$ cat src/rtl/chunked_addsub_pkg.sv
// Shared definitions for the chunked add/subtract unit: FSM state encodings
// kept as plain constants so legacy code that compares raw state values still works.
package chunked_addsub_pkg;

  localparam int unsigned STATE_W = 2;

  localparam logic [STATE_W-1:0] ST_IDLE = 2'd0;
  localparam logic [STATE_W-1:0] ST_RUN  = 2'd1;
  localparam logic [STATE_W-1:0] ST_DONE = 2'd2;

endpackage

$ cat src/rtl/chunked_addsub_if.sv
// Operand/result handshake bundle for chunked_addsub; the producer/consumer
// side uses the master modport, the arithmetic unit uses the slave modport.
interface chunked_addsub_if #(
  parameter int WIDTH = 32
);

  logic             io_in_valid;
  logic             io_in_ready;
  logic [WIDTH-1:0] io_in_a;
  logic [WIDTH-1:0] io_in_b;
  logic             io_in_sub;
  logic             io_in_cin;
  logic             io_out_valid;
  logic             io_out_ready;
  logic [WIDTH-1:0] io_out_s;
  logic             io_out_c;
  logic             io_out_ovf;

  modport master (
    output io_in_valid,
    input  io_in_ready,
    output io_in_a,
    output io_in_b,
    output io_in_sub,
    output io_in_cin,
    input  io_out_valid,
    output io_out_ready,
    input  io_out_s,
    input  io_out_c,
    input  io_out_ovf
  );

  modport slave (
    input  io_in_valid,
    output io_in_ready,
    input  io_in_a,
    input  io_in_b,
    input  io_in_sub,
    input  io_in_cin,
    output io_out_valid,
    input  io_out_ready,
    output io_out_s,
    output io_out_c,
    output io_out_ovf
  );

endinterface

$ cat src/rtl/chunked_addsub_chunk_add_slice.sv
// Combinational CHUNK-bit adder with carry-in and carry-out; the only
// arithmetic on the critical path of chunked_addsub.
module chunk_add_slice #(
  parameter int CHUNK = 8
) (
  input  logic [CHUNK-1:0] a,
  input  logic [CHUNK-1:0] b,
  input  logic             ci,
  output logic [CHUNK-1:0] s,
  output logic             co
);

  logic [CHUNK:0] full;

  always_comb begin
    full = {1'b0, a} + {1'b0, b} + {{CHUNK{1'b0}}, ci};
    s    = full[CHUNK-1:0];
    co   = full[CHUNK];
  end

endmodule

$ cat src/rtl/chunked_addsub.sv
// Multi-cycle WIDTH-bit add/subtract, CHUNK bits per cycle with the carry
// chained through a register; valid/ready on both operand and result sides.
module chunked_addsub
  import chunked_addsub_pkg::*;
#(
  parameter int WIDTH = 32,
  parameter int CHUNK = 8
) (
  input  logic             clock,
  input  logic             reset,
  chunked_addsub_if.slave  io
);

  localparam int NCHUNK = WIDTH / CHUNK;
  localparam int CNT_W  = (NCHUNK > 1) ? $clog2(NCHUNK) : 1;

  logic [STATE_W-1:0] state_q;
  logic [WIDTH-1:0]   a_q;
  logic [WIDTH-1:0]   b_q;
  logic [WIDTH-1:0]   res_q;
  logic [WIDTH-1:0]   res_next;
  logic [WIDTH-1:0]   s_q;
  logic               carry_q;
  logic               c_q;
  logic               ovf_q;
  logic [CNT_W-1:0]   cnt_q;

  logic [CHUNK-1:0]   a_chunk;
  logic [CHUNK-1:0]   b_chunk;
  logic [CHUNK-1:0]   sum_chunk;
  logic               carry_out;
  logic               last_chunk;
  logic               ovf_next;

  always_comb begin
    a_chunk    = a_q[int'(cnt_q)*CHUNK +: CHUNK];
    b_chunk    = b_q[int'(cnt_q)*CHUNK +: CHUNK];
    last_chunk = (cnt_q == CNT_W'(NCHUNK - 1));
    res_next   = res_q;
    res_next[int'(cnt_q)*CHUNK +: CHUNK] = sum_chunk;
    // B is already inverted for subtraction, so the add-rule overflow test covers both
    ovf_next   = (a_q[WIDTH-1] == b_q[WIDTH-1]) && (sum_chunk[CHUNK-1] != a_q[WIDTH-1]);
  end

  chunk_add_slice #(
    .CHUNK (CHUNK)
  ) u_slice (
    .a  (a_chunk),
    .b  (b_chunk),
    .ci (carry_q),
    .s  (sum_chunk),
    .co (carry_out)
  );

  always_ff @(posedge clock or posedge reset) begin
    if (reset) begin
      state_q <= ST_IDLE;
      a_q     <= '0;
      b_q     <= '0;
      res_q   <= '0;
      s_q     <= '0;
      carry_q <= 1'b0;
      c_q     <= 1'b0;
      ovf_q   <= 1'b0;
      cnt_q   <= '0;
    end else begin
      case (state_q)
        ST_IDLE: begin
          if (io.io_in_valid) begin
            a_q     <= io.io_in_a;
            b_q     <= io.io_in_sub ? ~io.io_in_b : io.io_in_b;
            carry_q <= io.io_in_sub ? ~io.io_in_cin : io.io_in_cin;
            cnt_q   <= '0;
            state_q <= ST_RUN;
          end
        end
        ST_RUN: begin
          res_q   <= res_next;
          carry_q <= carry_out;
          if (last_chunk) begin
            // Visible outputs only change here, so they stay put during the next RUN
            s_q     <= res_next;
            c_q     <= carry_out;
            ovf_q   <= ovf_next;
            cnt_q   <= '0;
            state_q <= ST_DONE;
          end else begin
            cnt_q   <= cnt_q + CNT_W'(1);
          end
        end
        ST_DONE: begin
          if (io.io_out_ready) begin
            state_q <= ST_IDLE;
          end
        end
        default: begin
          state_q <= ST_IDLE;
        end
      endcase
    end
  end

  always_comb begin
    io.io_in_ready  = (state_q == ST_IDLE);
    io.io_out_valid = (state_q == ST_DONE);
    io.io_out_s     = s_q;
    io.io_out_c     = c_q;
    io.io_out_ovf   = ovf_q;
  end

endmodule

$ cat src/flat_wrapper.sv
// flat-port wrapper written by rule: the top's interface ports become plain ports
module chunked_addsub_flat import chunked_addsub_pkg::*;
#(
  parameter int WIDTH = 32,
  parameter int CHUNK = 8
)
  (clock, reset, io_io_in_valid, io_io_in_ready, io_io_in_a, io_io_in_b, io_io_in_sub, io_io_in_cin, io_io_out_valid, io_io_out_ready, io_io_out_s, io_io_out_c, io_io_out_ovf);
  chunked_addsub_if #(.WIDTH(WIDTH)) io_i ();
  input  logic clock;
  input  logic reset;
  input wire logic [$bits(io_i.io_in_valid)-1:0] io_io_in_valid;
  output wire logic [$bits(io_i.io_in_ready)-1:0] io_io_in_ready;
  input wire logic [$bits(io_i.io_in_a)-1:0] io_io_in_a;
  input wire logic [$bits(io_i.io_in_b)-1:0] io_io_in_b;
  input wire logic [$bits(io_i.io_in_sub)-1:0] io_io_in_sub;
  input wire logic [$bits(io_i.io_in_cin)-1:0] io_io_in_cin;
  output wire logic [$bits(io_i.io_out_valid)-1:0] io_io_out_valid;
  input wire logic [$bits(io_i.io_out_ready)-1:0] io_io_out_ready;
  output wire logic [$bits(io_i.io_out_s)-1:0] io_io_out_s;
  output wire logic [$bits(io_i.io_out_c)-1:0] io_io_out_c;
  output wire logic [$bits(io_i.io_out_ovf)-1:0] io_io_out_ovf;
  assign io_i.io_in_valid = io_io_in_valid;
  assign io_io_in_ready = io_i.io_in_ready;
  assign io_i.io_in_a = io_io_in_a;
  assign io_i.io_in_b = io_io_in_b;
  assign io_i.io_in_sub = io_io_in_sub;
  assign io_i.io_in_cin = io_io_in_cin;
  assign io_io_out_valid = io_i.io_out_valid;
  assign io_i.io_out_ready = io_io_out_ready;
  assign io_io_out_s = io_i.io_out_s;
  assign io_io_out_c = io_i.io_out_c;
  assign io_io_out_ovf = io_i.io_out_ovf;
  chunked_addsub #(.WIDTH(WIDTH), .CHUNK(CHUNK)) u_core (.clock(clock), .reset(reset), .io(io_i));
endmodule
$ cat config.mk
export PLATFORM = sky130hd
export DESIGN_NAME = chunked_addsub_flat
export DESIGN_NICKNAME = d
export VERILOG_FILES = /design/src/rtl/chunked_addsub_pkg.sv /design/src/rtl/chunked_addsub_if.sv /design/src/rtl/chunked_addsub_chunk_add_slice.sv /design/src/rtl/chunked_addsub.sv /design/src/flat_wrapper.sv
export SDC_FILE = /design/constraint.sdc
export NUM_CORES = 1
export LEC_CHECK = 0
export ABC_AREA = 1
export CAP_MARGIN = 10
export CORE_MARGIN = 4
export CORE_UTILIZATION = 23
export DETAILED_ROUTE_END_ITERATION = 16
export GPL_ROUTABILITY_DRIVEN = 0
export SYNTH_ARGS = -nofsm -noshare
export SYNTH_HDL_FRONTEND = slang
export SYNTH_SLANG_ARGS = --single-unit
export TNS_END_PERCENT = 50
$ cat constraint.sdc
create_clock -name clock -period 11.8 [get_ports clock]
set_input_delay 3.54 -clock clock [delete_from_list [all_inputs] [get_ports clock]]
set_output_delay 3.54 -clock clock [all_outputs]
set_load 0.01 [all_outputs]
======== Word level (Yosys, flattened, before mapping) ========
Cells that the tools add are included.
cells by class
  reduce and logical (&&, ||, !) cells .... 7
  shifts and indexed selects .............. 4
  bitwise gates (word level) .............. 2
  multiplexer cells ....................... 12
  eq/ne operators ......................... 8
  $add $sub $neg .......................... 4
operators by type and width
  cell                     number
  $shiftx 32x6->8          2
  $neg 5->33               1
  $shift 8x33->32 const A  1
  $shiftx 8x33->32         1
  $bwmux 32                1
  $mux 32                  1
  $not 32->32              1
  $mux 2                   5
  $add 8x8->9              1
  $add 9x1->9              1
  $pmux 2 s3               1
  $reduce_and 2->1         3
  $eq 2x2->1 const B       2
  $ne 2x1->1 const B       2
  $pmux 2 s2               1
  $reduce_and 3->1         1
  $add 2x1->2 const B      1
  $eq 2x1->1 const B       1
  $logic_not 2->1          1
  $mux 1                   2
  $ne 2x2->1 const B       1
  $pmux 1 s2               1
  $reduce_bool 2->1        1
  $eq 1x1->1               1
  other kinds (3)          3
word-level totals
  output and inout port bits .............. 36
  flip-flop bits (word level) ............. 135
  word-level logic and storage cells ...... 46

======== Depth between registers and ports, before layout ========
  depth in word-level cells ............... 5
  depth in mapped cells ................... 18
  mapped depth without buffers ............ 16

======== Modules after synthesis ========
A second synthesis with hierarchy kept.
unflattened totals
  cell total of the unflattened synthesis .. 882
  area, all modules ....................... 6875.3 um^2
modules (own cells, without submodules)
  module           cells an instance  area each (um^2)  times used
  chunked_addsub   823                6491.2            1
  chunk_add_slice  59                 384.1             1

======== Least setup slack after synthesis ========
No wires, ideal clock.
  path kind ............................... in2reg
  start point ............................. input io_io_in_sub
  end point ............................... register u_core.b_q[0]
  arrival time ............................ 4143 ps
  path slack .............................. 7522 ps
  stages .................................. 4
  path buffers ............................ 2
  library setup time ...................... 135 ps
  cells stage by stage .................... buf_2 -> buf_2 -> xnor2_1 -> o21ai_0
on the way
  word-level cells in the longest chain between the ends .. 1
ends and longest elaborated chain
  item                  RTL line              RTL
  from (decl)           flat_wrapper.sv:15    input wire logic [$bits(io_i.io_in_sub)-1:0] io_io_in_sub;
  $mux 32               chunked_addsub.sv:71  b_q <= io.io_in_sub ? ~io.io_in_b : io.io_in_b;
  to (signal assigned)  chunked_addsub.sv:71
  to (decl)             chunked_addsub.sv:19  logic [WIDTH-1:0] b_q;
Every way passes these cells.
A chain may end at the register's enable or synchronous reset.

======== Worst setup path in the final report ========
  start point ............................. input io_io_in_valid
  end point ............................... register u_core.carry_q
on the way
  word-level cells in the longest chain between the ends .. 2
ends and longest elaborated chain
  item                        RTL line              RTL
  from (decl)                 flat_wrapper.sv:11    input wire logic [$bits(io_i.io_in_valid)-1:0] io_io_in_valid;
  $ne 2x2->1 (no line)        --
  $reduce_and 2->1 (no line)  --
  to (signal assigned)        chunked_addsub.sv:72  carry_q <= io.io_in_sub ? ~io.io_in_cin : io.io_in_cin;
  to (signal assigned)        chunked_addsub.sv:79  carry_q <= carry_out;
  to (decl)                   chunked_addsub.sv:23  logic carry_q;
Every way passes these cells.

==> summary.txt <==
final slew viol count: 0
post-CTS resize count: 0
VDD IR max: 0.1664 mV
Met2 Routed Length: 8867 um
fin nets: 992
Top Layer Used: met4
synth top area cells: dfrtp_1, nand2_1, o21ai_0
DP Worst Slack: 6.045 ns
wire length on met1: 8392 um
Post-CTS Hold Buffers: 0
Final Hold Viols: 0
final count of negative-setup-slack endpoints: 0
combinational share of power: 50.0%
core box area: 28630 um^2
WS Path Type: in -> reg
worst-skew pair later-pin latency: 0.42 ns
Synth cell types: 34
DRC viols: 0
total power: 2.600 mW
total wire length: 18220 um
sequential-to-total area share from yosys stat: 50.77%
Period Utilization, post-route: 45.43%
Area growth syn-to-layout: 29.79%
Starting DRT DRC Count: 492
Mapped Cells: 820
worst r2r dst: u_core.res_q[26]$_DFFE_PP0P_
Worst Hold End: u_core.a_q[14]$_DFFE_PP0P_
Critical Path End Type: flop
Filler cells: 3006
hold wc startpoint: u_core.a_q[14]$_DFFE_PP0P_
initial antenna violation count: 0
Die Wd: 178.1 um
Rows: 62
Post-Syn Nets: 905
Worst Hold Depth: 2
RSZ-0062 raised after global routing: false
switching part of the total: 44.42%
cell with the most instances after synthesis: nand2_1
Mean Syn Cell Area: 8.114 um^2
Routed Antenna Nets: 0
final worst setup slack: 6.439 ns
largest net degree at the start of global routing: 99
crit path time final: 5.361 ns
Synth warnings: 0
mapped cell area: 6654 um^2
root buf cell: clkbuf_16
post-DR vias/cell: 4.254
via count: 5547
starting density of the core: 23.25%
CP Data Required Time: 12.15 ns
fmax: 0.1865 GHz
slew margin rel.: 29.17%
R2R setup slack: 8.45 ns
status: complete, no violations
htree depth: 4
IO Pins: 106
antenna cell count: 0
Max-cap violations: 0
Pint: 1.445 mW
CTS Sinks: 135
met3 wire len: 854 um
Die Area: 31710 um^2
Post-synth ARST share: 100.0%
Seq cells post-synth: 135
pwr dens: 301.1 nW/um^2
Leak Pwr: 4.029 nW
layout cell share with drive strength beyond 1: 6.739%
clock buffer depth: 2
Die Y: 178.1 um
Critical Path Start Type: primary input
R2R depth: 11
Commonest cells post-synth: nand2_1, dfrtp_1, o21ai_0
CTS tree: built
worst endpoint data arrival time: 5.71 ns
ys flop type: dfrtp_1
Synth area leader: dfrtp_1
setup bufs post-CTS: 0
power share of the clock group: 21.1%
first-pass GRT wire length: 29160 um
Psw: 1.155 mW
worst-margin pin slew: 1.062 ns
number of synthesized flops with an enable pin: 0
area share of the largest cell type after synthesis: 50.77%
HPWL after DPL: 12750 um
GRT overflow: 0
CP max FO: 98
IO buf count: 105
Hold Path Class: reg -> reg
number of global-route vias before repair: 5363
Global Route Usage Sum: 11.75%
area of the multi-input gates: 2905 um^2
sequential fraction of design power: 28.9%
final setup skew: 0.01387 ns
Clock Pin Slew Worst Setup and Hold Paths: 0.06 ns
wire per inst: 13.97 um
total negative slack: 0 ns
r2r startpoint: u_core.cnt_q[0]$_DFFE_PP0P_
register area: 3378 um^2
CTS buffer count: 17
drt first pass iters: 5
-- cell families (layout without fill, tap and decap cells) --
| logic type | after synthesis | after routing | share of synthesized area [%] |
|---|---|---|---|
| simple gates | 412 | 412 | 24.43 |
| fa+ha+maj | 15 | 15 | 3.046 |
| flops | 135 | 135 | 50.77 |
| buf+inv | 89 | 189 | 5.603 |
| compound gates | 133 | 133 | 11.19 |
| xor+xnor | 36 | 36 | 4.964 |
-- critical path, stage by stage --
cell and delay [ns]:
clkdlybuf4s50_1 0.41, nand2_2 0.06, buf_4 0.64, inv_2 0.48, nor2_1 0.30, a22oi_1 0.10, nand2_1 0.09
-- per-stage QoR --
step,util [%],hold slack [ns],cells,instance area (um^2)
global placement,28.03,0.4572,1272,8024
detailed placement,28.03,0.4625,1272,8024
finish,30.17,0.4745,1304,8636
floorplan,-,0.4436,820,6654
global route,30.17,0.4933,1304,8636
CTS,30.17,0.4781,1304,8636
-- final cells by class --
cell class | count | share of cell area [%]
Sequential cell | 135 | 39.12
Multi-Input combinational cell | 596 | 33.64
Timing Repair Buffer | 109 | 12.46
Tap cell | 384 | 5.564
Clock buffer | 19 | 5.129
Inverter | 48 | 2.130
Clock inverter | 13 | 1.956
-- per-layer routing --
| metal | up-vias | global-route usage, % |
|---|---|---|
| li1 | 2791 | - |
| met1 | 2621 | 16.07 |
| met2 | 127 | 19.14 |
| met3 | 8 | 2.543 |
| met4 | 0 | 2.610 |
| met5 | - | 0 |
-- power by group through the flow --
stage          clock, mW  sequential, mW  combinational (mW)
5_1_grt            0.580           0.773                1.45
6_report           0.549           0.751                1.30
2_1_floorplan          0           0.756               0.870
3_3_place_gp           0           0.754                1.28
4_1_cts            0.557           0.752                1.31
3_5_place_dp           0           0.758                1.29
-- sequential cells by signal (all words and copies together) (netlist names) --
name and flops:
u_core.state_q 2, u_core.io.io_out_c 1, u_core.carry_q 1, u_core.cnt_q 2, u_core.io.io_out_ovf 1, u_core.res_q 32, u_core.b_q 32, u_core.a_q 32
u_core.io.io_out_s 32
-- placed cells by master (no fill, tap or decap), types with 2 or more instances in the layout --
cell / count
fa_1: 2
nand2_2: 3
ha_1: 13
inv_2: 7
clkinvlp_4: 4
xnor2_1: 33
clkinv_4: 2
o22ai_1: 25
o32ai_2: 2
buf_4: 4
inv_6: 3
inv_1: 39
o21ai_1: 2
nand3_2: 4
clkdlybuf4s50_1: 104
o21ai_2: 3
nand3_1: 11
clkinv_2: 2
nand4_1: 5
clkbuf_16: 17
nor2_1: 43
o21ai_0: 90
nand2_1: 343
dfrtp_1: 135
a21oi_1: 4
a31oi_1: 3
bufinv_16: 3
-- how the worst max path moves through the flow --
stage                         startpoint                          to  slack (ns)  cells after the start
after global placement    io_io_in_valid  u_core.carry_q$_DFFE_PP0P_        6.04                      7
after detailed placement  io_io_in_valid  u_core.carry_q$_DFFE_PP0P_        6.04                      7
final                     io_io_in_valid  u_core.carry_q$_DFFE_PP0P_        6.44                      7
after CTS                 io_io_in_valid  u_core.carry_q$_DFFE_PP0P_        6.47                      7
after global routing      io_io_in_valid  u_core.carry_q$_DFFE_PP0P_        6.23                      7
after floorplan                    reset   u_core.a_q[0]$_DFFE_PP0P_        4.65                      1
Power figures use the tool's default switching activity.
